==> src/rtl/ux607_uart_pkg.sv <==
// Shared UART constants: data width, FIFO depth, register offsets and field positions.
// Used by the RX/TX FIFOs and the register block so all agree on layout.
package ux607_uart_pkg;

    // Datapath and buffering
    localparam int UART_DATA_W       = 8;
    localparam int UART_RXFIFO_DEPTH = 8;

    // Register offsets within the UART peripheral
    localparam logic [7:0] UART_REG_RXDATA = 8'h04;
    localparam logic [7:0] UART_REG_RXCTRL = 8'h0C;
    localparam logic [7:0] UART_REG_IP     = 8'h14;

    // Field and bit positions
    localparam int UART_RXCTRL_RXWM_LSB = 16;
    localparam int UART_RXCTRL_RXWM_W   = 3;
    localparam int UART_IP_RXWM_BIT     = 1;

endpackage

==> src/rtl/ux607_uart_fifo_ram.sv <==
// DEPTH x WIDTH flop storage with one synchronous write port and an
// asynchronous read port. Contents are deliberately not reset.
module ux607_uart_fifo_ram #(
    parameter int DEPTH = 8,
    parameter int WIDTH = 8,
    parameter int AW    = $clog2(DEPTH)
) (
    input  logic             clock,
    input  logic             i_we,
    input  logic [AW-1:0]    i_waddr,
    input  logic [WIDTH-1:0] i_wdata,
    input  logic [AW-1:0]    i_raddr,
    output logic [WIDTH-1:0] o_rdata
);

    logic [WIDTH-1:0] r_mem [DEPTH];

    // Write the addressed entry when enabled; storage holds otherwise.
    always_ff @(posedge clock) begin
        if (i_we) begin
            r_mem[i_waddr] <= i_wdata;
        end
    end

    assign o_rdata = r_mem[i_raddr];

endmodule

==> src/rtl/ux607_uartrx_fifo.sv <==
// UART receive FIFO: buffers bytes from the receiver (no backpressure; drops
// when full and flags overflow), raises the RX watermark pending bit, and
// presents the head byte to the register read path.
module ux607_uartrx_fifo
    import ux607_uart_pkg::*;
#(
    parameter  int DEPTH = UART_RXFIFO_DEPTH,
    parameter  int WIDTH = UART_DATA_W,
    localparam int CW    = $clog2(DEPTH) + 1
) (
    input  logic             clock,
    input  logic             reset_n,
    input  logic             io_en,
    input  logic             io_enq_valid,
    input  logic [WIDTH-1:0] io_enq_bits,
    input  logic             io_deq_ready,
    output logic             io_deq_valid,
    output logic [WIDTH-1:0] io_deq_bits,
    output logic [CW-1:0]    io_count,
    input  logic [CW-2:0]    io_rxwm,
    output logic             io_ip_rxwm,
    output logic             io_ovf,
    input  logic             io_ovf_clr
);

    localparam int AW = CW - 1;

    logic [AW-1:0]    r_wr_ptr;
    logic [AW-1:0]    r_rd_ptr;
    logic [CW-1:0]    r_count;
    logic             r_deq_valid;
    logic             r_ip_rxwm;
    logic             r_ovf;

    logic             w_full;
    logic             w_pop;
    logic             w_push;
    logic             w_ovf_set;
    logic [AW-1:0]    w_wr_ptr_next;
    logic [AW-1:0]    w_rd_ptr_next;
    logic [CW-1:0]    w_count_next;
    logic [CW-1:0]    w_rxwm_wide;
    logic [CW-1:0]    w_rxwm_eff;
    logic [WIDTH-1:0] w_rdata;

    assign w_full    = (r_count == CW'(DEPTH));
    assign w_pop     = io_deq_ready & r_deq_valid;
    // A pop in the same cycle frees a slot, so a full FIFO can still accept.
    assign w_push    = io_enq_valid & io_en & (~w_full | w_pop);
    assign w_ovf_set = io_enq_valid & io_en & w_full & ~w_pop;

    assign w_rxwm_wide = {1'b0, io_rxwm};

    // Clamp the watermark to DEPTH-1 so a full FIFO always raises the interrupt.
    always_comb begin
        w_rxwm_eff = w_rxwm_wide;
        if (w_rxwm_wide >= CW'(DEPTH)) begin
            w_rxwm_eff = CW'(DEPTH - 1);
        end else begin
            w_rxwm_eff = w_rxwm_wide;
        end
    end

    // Next pointers and occupancy; a disabled receiver flushes everything.
    always_comb begin
        w_wr_ptr_next = r_wr_ptr;
        w_rd_ptr_next = r_rd_ptr;
        w_count_next  = r_count;
        if (!io_en) begin
            w_wr_ptr_next = {AW{1'b0}};
            w_rd_ptr_next = {AW{1'b0}};
            w_count_next  = {CW{1'b0}};
        end else begin
            if (w_push) begin
                w_wr_ptr_next = r_wr_ptr + AW'(1);
            end else begin
                w_wr_ptr_next = r_wr_ptr;
            end
            if (w_pop) begin
                w_rd_ptr_next = r_rd_ptr + AW'(1);
            end else begin
                w_rd_ptr_next = r_rd_ptr;
            end
            case ({w_push, w_pop})
                2'b10:   w_count_next = r_count + CW'(1);
                2'b01:   w_count_next = r_count - CW'(1);
                default: w_count_next = r_count;
            endcase
        end
    end

    // Pointer, occupancy, status and sticky overflow registers.
    always_ff @(posedge clock or negedge reset_n) begin
        if (!reset_n) begin
            r_wr_ptr    <= {AW{1'b0}};
            r_rd_ptr    <= {AW{1'b0}};
            r_count     <= {CW{1'b0}};
            r_deq_valid <= 1'b0;
            r_ip_rxwm   <= 1'b0;
            r_ovf       <= 1'b0;
        end else begin
            r_wr_ptr    <= w_wr_ptr_next;
            r_rd_ptr    <= w_rd_ptr_next;
            r_count     <= w_count_next;
            r_deq_valid <= (w_count_next != {CW{1'b0}});
            r_ip_rxwm   <= (w_count_next > w_rxwm_eff);
            // A new overflow beats a simultaneous clear so no event is lost.
            if (w_ovf_set) begin
                r_ovf <= 1'b1;
            end else if (io_ovf_clr) begin
                r_ovf <= 1'b0;
            end else begin
                r_ovf <= r_ovf;
            end
        end
    end

    ux607_uart_fifo_ram #(
        .DEPTH (DEPTH),
        .WIDTH (WIDTH),
        .AW    (AW)
    ) u_ram (
        .clock   (clock),
        .i_we    (w_push),
        .i_waddr (r_wr_ptr),
        .i_wdata (io_enq_bits),
        .i_raddr (r_rd_ptr),
        .o_rdata (w_rdata)
    );

    assign io_deq_valid = r_deq_valid;
    // Gate the head so stale or uninitialised storage never reaches the bus.
    assign io_deq_bits  = r_deq_valid ? w_rdata : {WIDTH{1'b0}};
    assign io_count     = r_count;
    assign io_ip_rxwm   = r_ip_rxwm;
    assign io_ovf       = r_ovf;

endmodule
==> config.mk <==
export PLATFORM = sky130hd
export DESIGN_NAME = ux607_uartrx_fifo
export DESIGN_NICKNAME = d
export VERILOG_FILES = /design/src/rtl/ux607_uart_pkg.sv /design/src/rtl/ux607_uart_fifo_ram.sv /design/src/rtl/ux607_uartrx_fifo.sv
export SDC_FILE = /design/constraint.sdc
export NUM_CORES = 1
export LEC_CHECK = 0
export CORE_MARGIN = 1
export CORE_UTILIZATION = 40
export CTS_BUF_LIST = sky130_fd_sc_hd__clkbuf_4 sky130_fd_sc_hd__clkbuf_8
export DETAILED_ROUTE_END_ITERATION = 6
export PLACE_DENSITY_LB_ADDON = 0.2
export SLEW_MARGIN = 10
export SYNTH_ARGS = -nofsm -noshare
export SYNTH_HDL_FRONTEND = slang
export SYNTH_SLANG_ARGS = --single-unit
export TNS_END_PERCENT = 50
==> constraint.sdc <==
create_clock -name clock -period 5.6 [get_ports clock]
set_input_delay 0.84 -clock clock [delete_from_list [all_inputs] [get_ports clock]]
set_output_delay 0.84 -clock clock [all_outputs]
set_load 0.005 [all_outputs]
==> impl_metrics.ini <==
[final_layout]
nets = 250
regArea_sq_um = 2250
fillers = 681
multi_input_area_sq_um = 928
drive_gt1_share_pct = 15.9
layout.cells.non_filler = 334
num_antenna_cells = 0
area_growth_pct = 18.2

[route]
via_per_inst = 5.19
dr.pass1.iters = 4
drcViolationCount = 0
wl_per_cell_um = 18.2
drtIter0Drc = 89
final_antenna_net_count = 0
vias = 1734
wl_um = 6080

[timing]
fin_crit_sh_pct = 60.0
rsz0062_at_grt = no
timing.fmax_ghz = 0.298
tightest_slew_ps = 1040
hold_viol = 0
fin_setup_tns_ps = 0
holdWs_ps = 560
skew_ps = 7.81
finalSetupViolCount = 0
final_max_slew_viol_count = 0
max_slew_margin_pct = 30.7
min_period_ps = 3360
fin_ws_ps = 2240

[clocking]
cts_hold_buf = 0
cts_tree = built
postCtsResizedCells = 0
clockBufferDepth = 2
clock_latency_ps = 340
post_cts_buffers = 0
root_buffer = clkbuf_8
clk_pin_slew_ps = 70
numCtsBuffers = 9
cts-htree-levels = 3
clkSinkCount = 77

[power]
peakVddDrop_v = 0.000175
seq_power_share_pct = 52.3
combPwrFrac_pct = 21.8
p_int_w = 0.000989
p_sw_share_pct = 26.5
power.density_nw_per_um2 = 353
fin_total_pwr_w = 0.00135
p_sw_w = 0.000357
p_clk_share_pct = 25.9
cellLeakagePower_nw = 1.30

[placement]
io_buffers = 31
dp_hpwl_um = 3870
dpl.cell_count = 318
routabilityCongestion = 0.805
place_ws_ps = 2050

[flow_run]
cap_violations = 0

[synthesis]
synth_top_area_share_pct = 59.5
synth_common_cells = edfxtp_1, mux4_2, dfrtp_1, nor2_1
yosys.cell_types.count = 35
synthTopCellsByArea = edfxtp_1, mux4_2, dfrtp_1
synth_cells = 189
yosys.area.top_type = edfxtp_1
syn_area_sq_um = 3230
syn_area_per_cell_sq_um = 17.1
async_flop_share_pct = 16.9
yosysWarnings = 0
synth_edf_count = 64
synth_fp_nets = 212
synth-seq-cells = 77
ys.flop_type = edfxtp_1
ys_seq_area_share_pct = 69.6
yosysMostFrequentCell = edfxtp_1

[floorplan]
rows = 32
core_sq_um = 7770
die_w_um = 91.9
die_h_um = 91.9
initial_core_util_pct = 41.6
ios = 32
die_area_sq_um = 8440

[setup_path]
path_max_fanout = 12
required_ps = 4760
critPathKind = flop to primary output
crit_chain = buf_4 -> mux4_2 -> mux2i_1 -> nor2b_1 -> clkdlybuf4s50_1
max_stage_delay_ps = 600
startpoint_type = flop
endpoint_kind = primary output
slowest_stage = dfrtp_1
worstPathArrival_ps = 2520

[global_route]
grt_start_max_net_pins = 19
grt_remaining_overflow = 0
grt_pass1_wl_um = 9600
track_usage_pct = 15.9
antenna_found_initial = 0
grt_pass1_vias = 1773

[min_path]
min_path_type = flop to flop

[run_status]
outcome = finished clean
## power groups by stage
stage                     Combinational (W)  Sequential [W]  Clock [W]
after floorplan                    0.000194        0.000686          0
after global placement             0.000296        0.000718          0
after detailed placement           0.000298        0.000717          0
after CTS                          0.000300        0.000705   0.000359
after global routing               0.000328        0.000711   0.000380
final                              0.000294        0.000704   0.000348
## sequential cells by signal, summed over array words and instances (netlist names)
name / cells
r_rd_ptr: 3
io_deq_valid: 1
io_ovf: 1
io_ip_rxwm: 1
r_wr_ptr: 3
u_ram.r_mem: 64
io_count: 4
## metal layers
metal	global-route usage [%]	routed length [um]	vias to the layer above
met3	4.98	249	10
met2	25.1	2940	45
met1	21.2	2810	875
li1	-	-	804
met5	0	0	-
met4	4.69	80	0
## final timing paths
| path | from | to | slack [ps] | cells past startpoint |
|---|---|---|---|---|
| worst max-delay path | r_rd_ptr[0]$_DFFE_PN0P_ | io_deq_bits[5] | 2240 | 5 |
| worst min-delay path | io_ovf$_DFFE_PN0P_ | io_ovf$_DFFE_PN0P_ | 560 | 2 |
| worst max register to register | io_deq_valid$_DFF_PN0_ | u_ram.r_mem[4][2]$_DFFE_PP_ | 2770 | 4 |
| worst min register to register | io_ovf$_DFFE_PN0P_ | io_ovf$_DFFE_PN0P_ | 560 | 2 |
| max in group asynchronous | reset_n | r_wr_ptr[2]$_DFFE_PN0P_ | 4290 | 1 |
| min in group asynchronous | reset_n | io_count[0]$_DFF_PN0_ | 890 | 1 |
## kinds of logic (layout without fill, tap and decap cells)
kind of cell               count (synthesis)  after routing  share of synthesized area, %
AOI/OAI and AO/OA                         12             12                          2.63
xor gates and xnor gates                   7              7                          1.90
adders and majority gates                  6              6                          2.32
buffers and inverters                     13             56                          1.70
DFF                                       77             77                          69.6
muxes                                     25             25                          13.9
and+or+nand+nor                           49             49                          7.94
## metrics by stage
step / instance area, sq um / utilization [%]
detailed placement: 3660 / 47.1
global route: 3820 / 49.2
global placement: 3660 / 47.1
floorplan: 3230 / -
CTS: 3820 / 49.2
finish: 3820 / 49.2
## final cells by class
cell class / count / area share (%)
repair buffers: 34 / 8.71
flip-flops and latches: 77 / 58.8
inverters: 6 / 0.590
multi-input cells: 99 / 24.3
clock inverters: 6 / 0.786
well taps: 102 / 3.34
clock buffers: 10 / 3.44
## placed cells by master (no fill, tap or decap), types with 2 or more instances in the layout
cell              n
edfxtp_1         64
clkdlybuf4s50_1  31
mux4_2           16
dfrtp_1          13
nor2_1           12
nand2_1           9
mux2i_1           9
clkbuf_8          9
nor2b_1           8
nand3_1           6
inv_1             6
ha_1              6
xor2_1            5
nand2b_1          3
nor3_1            3
a21oi_1           3
clkinv_1          3
buf_4             3
xnor2_1           2
a31oi_1           2
clkinv_2          2
## critical path, delay by kind of cell (launching register included)
family | cells | cell delay (ps)
buffers and inverters | 2 | 790
DFF | 1 | 600
muxes | 2 | 720
and+or+nand+nor | 1 | 70
(Power assumes the default switching activity.)
